==> config.mk <==
export PLATFORM = sky130hd
export DESIGN_NAME = instr_encoder
export DESIGN_NICKNAME = d
export VERILOG_FILES = /design/src/rtl/instr_encoder.sv
export SDC_FILE = /design/constraint.sdc
export NUM_CORES = 1
export LEC_CHECK = 0
export CAP_MARGIN = 40
export CORE_MARGIN = 3
export CORE_UTILIZATION = 43
export CTS_BUF_LIST = sky130_fd_sc_hd__clkbuf_16
export CTS_CLUSTER_SIZE = 20
export DETAILED_ROUTE_END_ITERATION = 8
export PLACE_DENSITY = 0.77
export SYNTH_ARGS = -nofsm -noshare
export SYNTH_HDL_FRONTEND = slang
export SYNTH_SLANG_ARGS = --single-unit
==> constraint.sdc <==
create_clock -name clk -period 2.5 [get_ports clk]
set_input_delay 0.25 -clock clk [delete_from_list [all_inputs] [get_ports clk]]
set_output_delay 0.25 -clock clk [all_outputs]
set_load 0.01 [all_outputs]
==> src/rtl/instr_encoder.sv <==
// rtl/instr_encoder.sv - RV32 field-to-word instruction encoder with pc tracking and output register
module instr_encoder (
  input  logic        clk,
  input  logic        rst_n,
  input  logic        start,
  input  logic [31:0] base_pc,
  input  logic        in_valid,
  output logic        in_ready,
  input  logic        in_last,
  input  logic [6:0]  opcode,
  input  logic [4:0]  rd,
  input  logic [4:0]  rs1,
  input  logic [4:0]  rs2,
  input  logic [2:0]  funct3,
  input  logic [6:0]  funct7,
  input  logic [31:0] imm,
  output logic        out_valid,
  input  logic        out_ready,
  output logic [31:0] instr,
  output logic [31:0] addr,
  output logic        err,
  output logic [1:0]  err_code,
  output logic        done,
  output logic [15:0] count
);

  localparam logic [6:0] OP_R     = 7'b0110011;
  localparam logic [6:0] OP_IMM   = 7'b0010011;
  localparam logic [6:0] OP_LOAD  = 7'b0000011;
  localparam logic [6:0] OP_JALR  = 7'b1100111;
  localparam logic [6:0] OP_STORE = 7'b0100011;
  localparam logic [6:0] OP_BR    = 7'b1100011;
  localparam logic [6:0] OP_JAL   = 7'b1101111;

  typedef enum logic [1:0] {IDLE, RUN, DRAIN, DONE} state_t;

  state_t      state_q, state_d;
  logic [31:0] pc_q, pc_d;
  logic [31:0] instr_q, instr_d;
  logic [31:0] addr_q, addr_d;
  logic        out_valid_q, out_valid_d;
  logic        err_q, err_d;
  logic [1:0]  err_code_q, err_code_d;
  logic        done_q, done_d;
  logic [15:0] count_q, count_d;

  logic        accept, out_fire;
  logic        illegal, bad_imm;
  logic [31:0] word;
  logic        fits12, fits13, fits21;

  assign in_ready  = (state_q == RUN) && (!out_valid_q || out_ready);
  assign accept    = in_valid && in_ready;
  assign out_fire  = out_valid_q && out_ready;
  assign out_valid = out_valid_q;
  assign instr     = instr_q;
  assign addr      = addr_q;
  assign err       = err_q;
  assign err_code  = err_code_q;
  assign done      = done_q;
  assign count     = count_q;

  // Signed range checks: all bits above the field width must equal its sign bit.
  assign fits12 = (&imm[31:11]) || !(|imm[31:11]);
  assign fits13 = (&imm[31:12]) || !(|imm[31:12]);
  assign fits21 = (&imm[31:20]) || !(|imm[31:20]);

  always_comb begin
    illegal = 1'b0;
    bad_imm = 1'b0;
    word    = '0;
    case (opcode)
      OP_R: begin
        illegal = !(funct7 == 7'h00 ||
                    (funct7 == 7'h20 && (funct3 == 3'b000 || funct3 == 3'b101)));
        word    = {funct7, rs2, rs1, funct3, rd, opcode};
      end
      OP_IMM: begin
        if (funct3 == 3'b001 || funct3 == 3'b101) begin
          illegal = !(funct7 == 7'h00 || (funct7 == 7'h20 && funct3 == 3'b101));
          bad_imm = |imm[31:5];
          word    = {funct7, imm[4:0], rs1, funct3, rd, opcode};
        end else begin
          bad_imm = !fits12;
          word    = {imm[11:0], rs1, funct3, rd, opcode};
        end
      end
      OP_LOAD: begin
        illegal = (funct3 == 3'b011) || (funct3 == 3'b110) || (funct3 == 3'b111);
        bad_imm = !fits12;
        word    = {imm[11:0], rs1, funct3, rd, opcode};
      end
      OP_JALR: begin
        illegal = (funct3 != 3'b000);
        bad_imm = !fits12;
        word    = {imm[11:0], rs1, funct3, rd, opcode};
      end
      OP_STORE: begin
        illegal = (funct3 > 3'b010);
        bad_imm = !fits12;
        word    = {imm[11:5], rs2, rs1, funct3, imm[4:0], opcode};
      end
      OP_BR: begin
        illegal = (funct3 == 3'b010) || (funct3 == 3'b011);
        bad_imm = !fits13 || imm[0];
        word    = {imm[12], imm[10:5], rs2, rs1, funct3, imm[4:1], imm[11], opcode};
      end
      OP_JAL: begin
        bad_imm = !fits21 || imm[0];
        word    = {imm[20], imm[10:1], imm[11], imm[19:12], rd, opcode};
      end
      default: illegal = 1'b1;
    endcase
  end

  always_comb begin
    state_d     = state_q;
    pc_d        = pc_q;
    instr_d     = instr_q;
    addr_d      = addr_q;
    out_valid_d = out_valid_q;
    err_d       = 1'b0;
    err_code_d  = err_code_q;
    count_d     = count_q;

    if (out_fire) begin
      out_valid_d = 1'b0;
      if (count_q != 16'hFFFF) count_d = count_q + 16'd1;
    end

    case (state_q)
      IDLE, DONE: begin
        if (start) begin
          state_d = RUN;
          pc_d    = base_pc & 32'hFFFF_FFFC;
          count_d = '0;
        end
      end
      RUN: begin
        if (accept) begin
          if (illegal || bad_imm) begin
            err_d      = 1'b1;
            err_code_d = illegal ? 2'b01 : 2'b10;
          end else begin
            instr_d     = word;
            addr_d      = pc_q;
            out_valid_d = 1'b1;
            pc_d        = pc_q + 32'd4;
          end
          if (in_last) state_d = DRAIN;
        end
      end
      DRAIN: begin
        if (!out_valid_q) state_d = DONE;
      end
      default: state_d = IDLE;
    endcase

    done_d = (state_d == DONE);
  end

  always_ff @(posedge clk or negedge rst_n) begin
    if (!rst_n) begin
      state_q     <= IDLE;
      pc_q        <= '0;
      instr_q     <= '0;
      addr_q      <= '0;
      out_valid_q <= 1'b0;
      err_q       <= 1'b0;
      err_code_q  <= 2'b00;
      done_q      <= 1'b0;
      count_q     <= '0;
    end else begin
      state_q     <= state_d;
      pc_q        <= pc_d;
      instr_q     <= instr_d;
      addr_q      <= addr_d;
      out_valid_q <= out_valid_d;
      err_q       <= err_d;
      err_code_q  <= err_code_d;
      done_q      <= done_d;
      count_q     <= count_d;
    end
  end

endmodule

==> run_results.csv <==
group,metric,value,unit
placement,io_buffers,183,
detailed_routing,via_count,6615,
floorplan,die_area,0.0156,mm^2
sta,rsz0062_at_grt,"true",
layout,layout_common_cells,"clkdlybuf4s50_1 (146), buf_4 (116), dfrtp_1 (115)",
worst_setup_path,startpoint,"funct7[3]",
worst_setup_path,cp_cell_sequence,"buf_2, or4_4, o41a_1, or2_4, buf_4, or4_4, a22o_1, a221o_1",
clock_tree,cts_sinks,115,
global_routing,grt_pass1_wl,34.2,mm
layout,syn_to_final_growth,61.6,%
detailed_routing,drc,0,
yosys,synth_area,0.00609,mm^2
worst_setup_path,rr_worst_depth,8,
global_routing,grt_util_met3,5.25,%
floorplan,rows,42,
floorplan,initial_core_util,44.9,%
worst_setup_path,cpPeakStageDelay,0.53,ns
power,ir_drop,0.511,mV
clock_tree,ctsHtreeMaxLevel,4,
worst_setup_path,crit_fanout,6,
floorplan,core-area,0.0136,mm^2
worst_setup_path,critPathLaunchType,"input pin",
min_path,hp-class,"input pin to register",
sta,layout_min_cycle_time,2.50,ns
global_routing,grt_max_degree,53,
worst_setup_path,slowest_stage,"or4_4",
yosys,synth-edff-count,0,
power,p_sw,2.76,mW
sta,setup_ws,-0.000338,ns
detailed_routing,drtIter0Drc,546,
layout,nets,1055,
layout,drive_gt1_share,25.9,%
detailed_routing,drt-total-wl,21.8,mm
worst_setup_path,cp_data_required_time,2.80,ns
yosys,ys_seq_area_share,47.2,%
sta,max_freq,400,MHz
worst_setup_path,timing.critical_path.to,"pc_q[11]$_DFFE_PN0P_",
worst_setup_path,path_class,"input pin to register",
power,power_density,816,mW/mm^2
worst_setup_path,cp.arrival,2.80,ns
worst_setup_path,end_kind,"register",
clock_tree,clk_latency,0.42,ns
detailed_routing,wl_per_cell,19.1,um
floorplan,ios,188,
detailed_routing,ant_nets,0,
run_status,violations,"setup timing",
yosys,netlist_instances,653,
placement,hpwl,15.5,mm
sta,skew,0.00678,ns
placement,dp_cells,1095,
floorplan,die_x,125,um
sta,slew-limit-headroom,65.1,%
yosys,synth.distinct_cells,63,
yosys,post-synth-top-area-cell,"dfrtp_1",
yosys,yosys_warnings,0,
power,total_leakage_power,4.23,nW
placement,routabilityCongestion,0.924,
power,power.internal,5.28,mW
flow_run,cap_violations,0,
sta,tns,-0.000338,ns
sta,holdWs,0.165,ns
global_routing,grt-ovfl-total,0,
run_status,status,"finished, violations left",
yosys,synth_area_per_cell,9.33,um^2
power,p_clk_share,29.2,%
sta,hold_violations,0,
global_routing,grt_usage,26.8,%
layout,stdcell_count,1139,
yosys,synth_top_area_share,47.2,%
global_routing,use_met1,32.9,%
clock_tree,numCtsBuffers,17,
global_routing,grt_pass1_vias,6736,
clock_tree,clk_pin_slew,0.05,ns
power,swShare,34.3,%
clock_tree,cts.path.max_buffers,2,
yosys,ys_ff_latch,115,
power,seqPwrFrac,32.2,%
global_routing,antenna_found_initial,0,
yosys,synthTopCellsByArea,"dfrtp_1 (47%), nand2_1 (5.4%), mux2_2 (4.8%)",
clock_tree,cts_tree,"done",
sta,drv_slew,0,
yosys,synthFlopType,"dfrtp_1",
sta,setup_violations,1,
worst_setup_path,r2r-start,"pc_q[3]$_DFFE_PN0P_",
clock_tree,root_buffer,"clkbuf_16",
worst_setup_path,r2r_end,"pc_q[26]$_DFFE_PN0P_",
detailed_routing,dr.pass1.iters,5,
yosys,async_reset_ff_share,100,%
sta,period_share,100,%
layout,final_common_cell,"clkdlybuf4s50_1",
detailed_routing,via_per_inst,5.81,
floorplan,die_height,125,um
power,power_frac_comb,38.6,%
global_routing,gr-usage-met2,46.8,%
sta,worst_slew_pin_slew,0.523,ns
worst_setup_path,rrSetupSlack,0.09,ns
worst_setup_path,cp_common_cell,"or4_4",
global_routing,top_usage_layer,"met2",
==> routing by layer <==
metal / part of all wire, % / vias to the layer above / wire length (um)
li1: - / 3029 / -
met1: 40 / 3270 / 8780
met2: 51 / 270 / 11200
met3: 5.8 / 46 / 1260
met4: 2.5 / 0 / 547
met5: 0 / - / 0
==> area by class of cell <==
type | instances | area [um^2]
inverter | 16 | 60.1
timing repair buffer | 311 | 2830
sequential | 115 | 2880
fill | 988 | 3710
clock inverter | 15 | 141
multi-input combinational | 488 | 3290
clock buffer | 17 | 425
tap | 176 | 220
antenna | 1 | 2.50
==> power groups by stage <==
stage | clock network, mW | registers, mW | logic [mW]
2_1_floorplan | 0 | 2.70 | 1.40
3_3_place_gp | 0 | 2.59 | 2.90
3_5_place_dp | 0 | 2.60 | 3.00
4_1_cts | 2.37 | 2.58 | 3.03
5_1_grt | 2.47 | 2.65 | 3.36
6_report | 2.35 | 2.59 | 3.11
==> worst min path at each step <==
stage                          from                    end  slack, ns  depth (start not counted)
final                     funct7[4]  instr[29]$_DFFE_PN0P_       0.16                          3
after global routing      funct7[2]  instr[27]$_DFFE_PN0P_       0.21                          3
after CTS                 funct7[4]  instr[29]$_DFFE_PN0P_       0.16                          3
after detailed placement      rst_n   instr[0]$_DFFE_PN0P_       0.27                          1
after global placement        rst_n   instr[0]$_DFFE_PN0P_       0.27                          1
after floorplan               rst_n   addr[10]$_DFFE_PN0P_      -0.05                          0
==> worst max-delay path: cells and delay by family <==
kind            cells  cell delay, ns
buf+inv             2            0.25
compound gates      3            0.94
simple gates        3            1.35
==> through the flow <==
stage	utilization, %	power, mW	setup slack [ns]	cell area (um^2)
after floorplan	-	4.10	-0.159	6210
after global placement	66.0	5.48	-0.657	8950
after detailed placement	66.0	5.60	-0.730	8950
after CTS	71.4	7.98	0.00822	9690
after global routing	72.6	8.48	-0.0398	9850
final	72.6	8.04	-0.000338	9850
==> state kept, by name (all words and copies together), names as in the netlist <==
name and count:
instr 32, addr 30, pc_q 30, count 16, err_code 2, state_q 2
done 1, err 1, out_valid 1
==> synth_stat cells (14+ instances only) <==
cell      instances
nor3_1           14
mux2_2           26
nand3_1          28
nor2_1           45
clkbuf_1         25
a22oi_1          32
nor4_1           14
inv_1            16
o21ai_0          50
dfrtp_1         115
and3_1           17
nand2_1          88
==> kinds of logic (layout without fill, tap and decap cells) <==
family	after synthesis	in the layout	synth area share (%)
flops	115	115	47.2
xor+xnor	17	17	2.44
buf+inv	51	359	3.49
fa+ha+maj	4	4	0.821
mux	29	29	5.30
compound gates	168	168	18.6
simple gates	268	268	22.0
other cells	1	3	0.0615
==> timing repair <==
item                       in CTS  in global routing
hold endpoints to repair       39                  0
hold buffers                    1                  0
cloned                          0                  2
resized for setup              94                 32
setup buffers                   6                  2
pin swaps                      20                 12
setup endpoints to repair      94                 47
(Power assumes the default switching activity.)
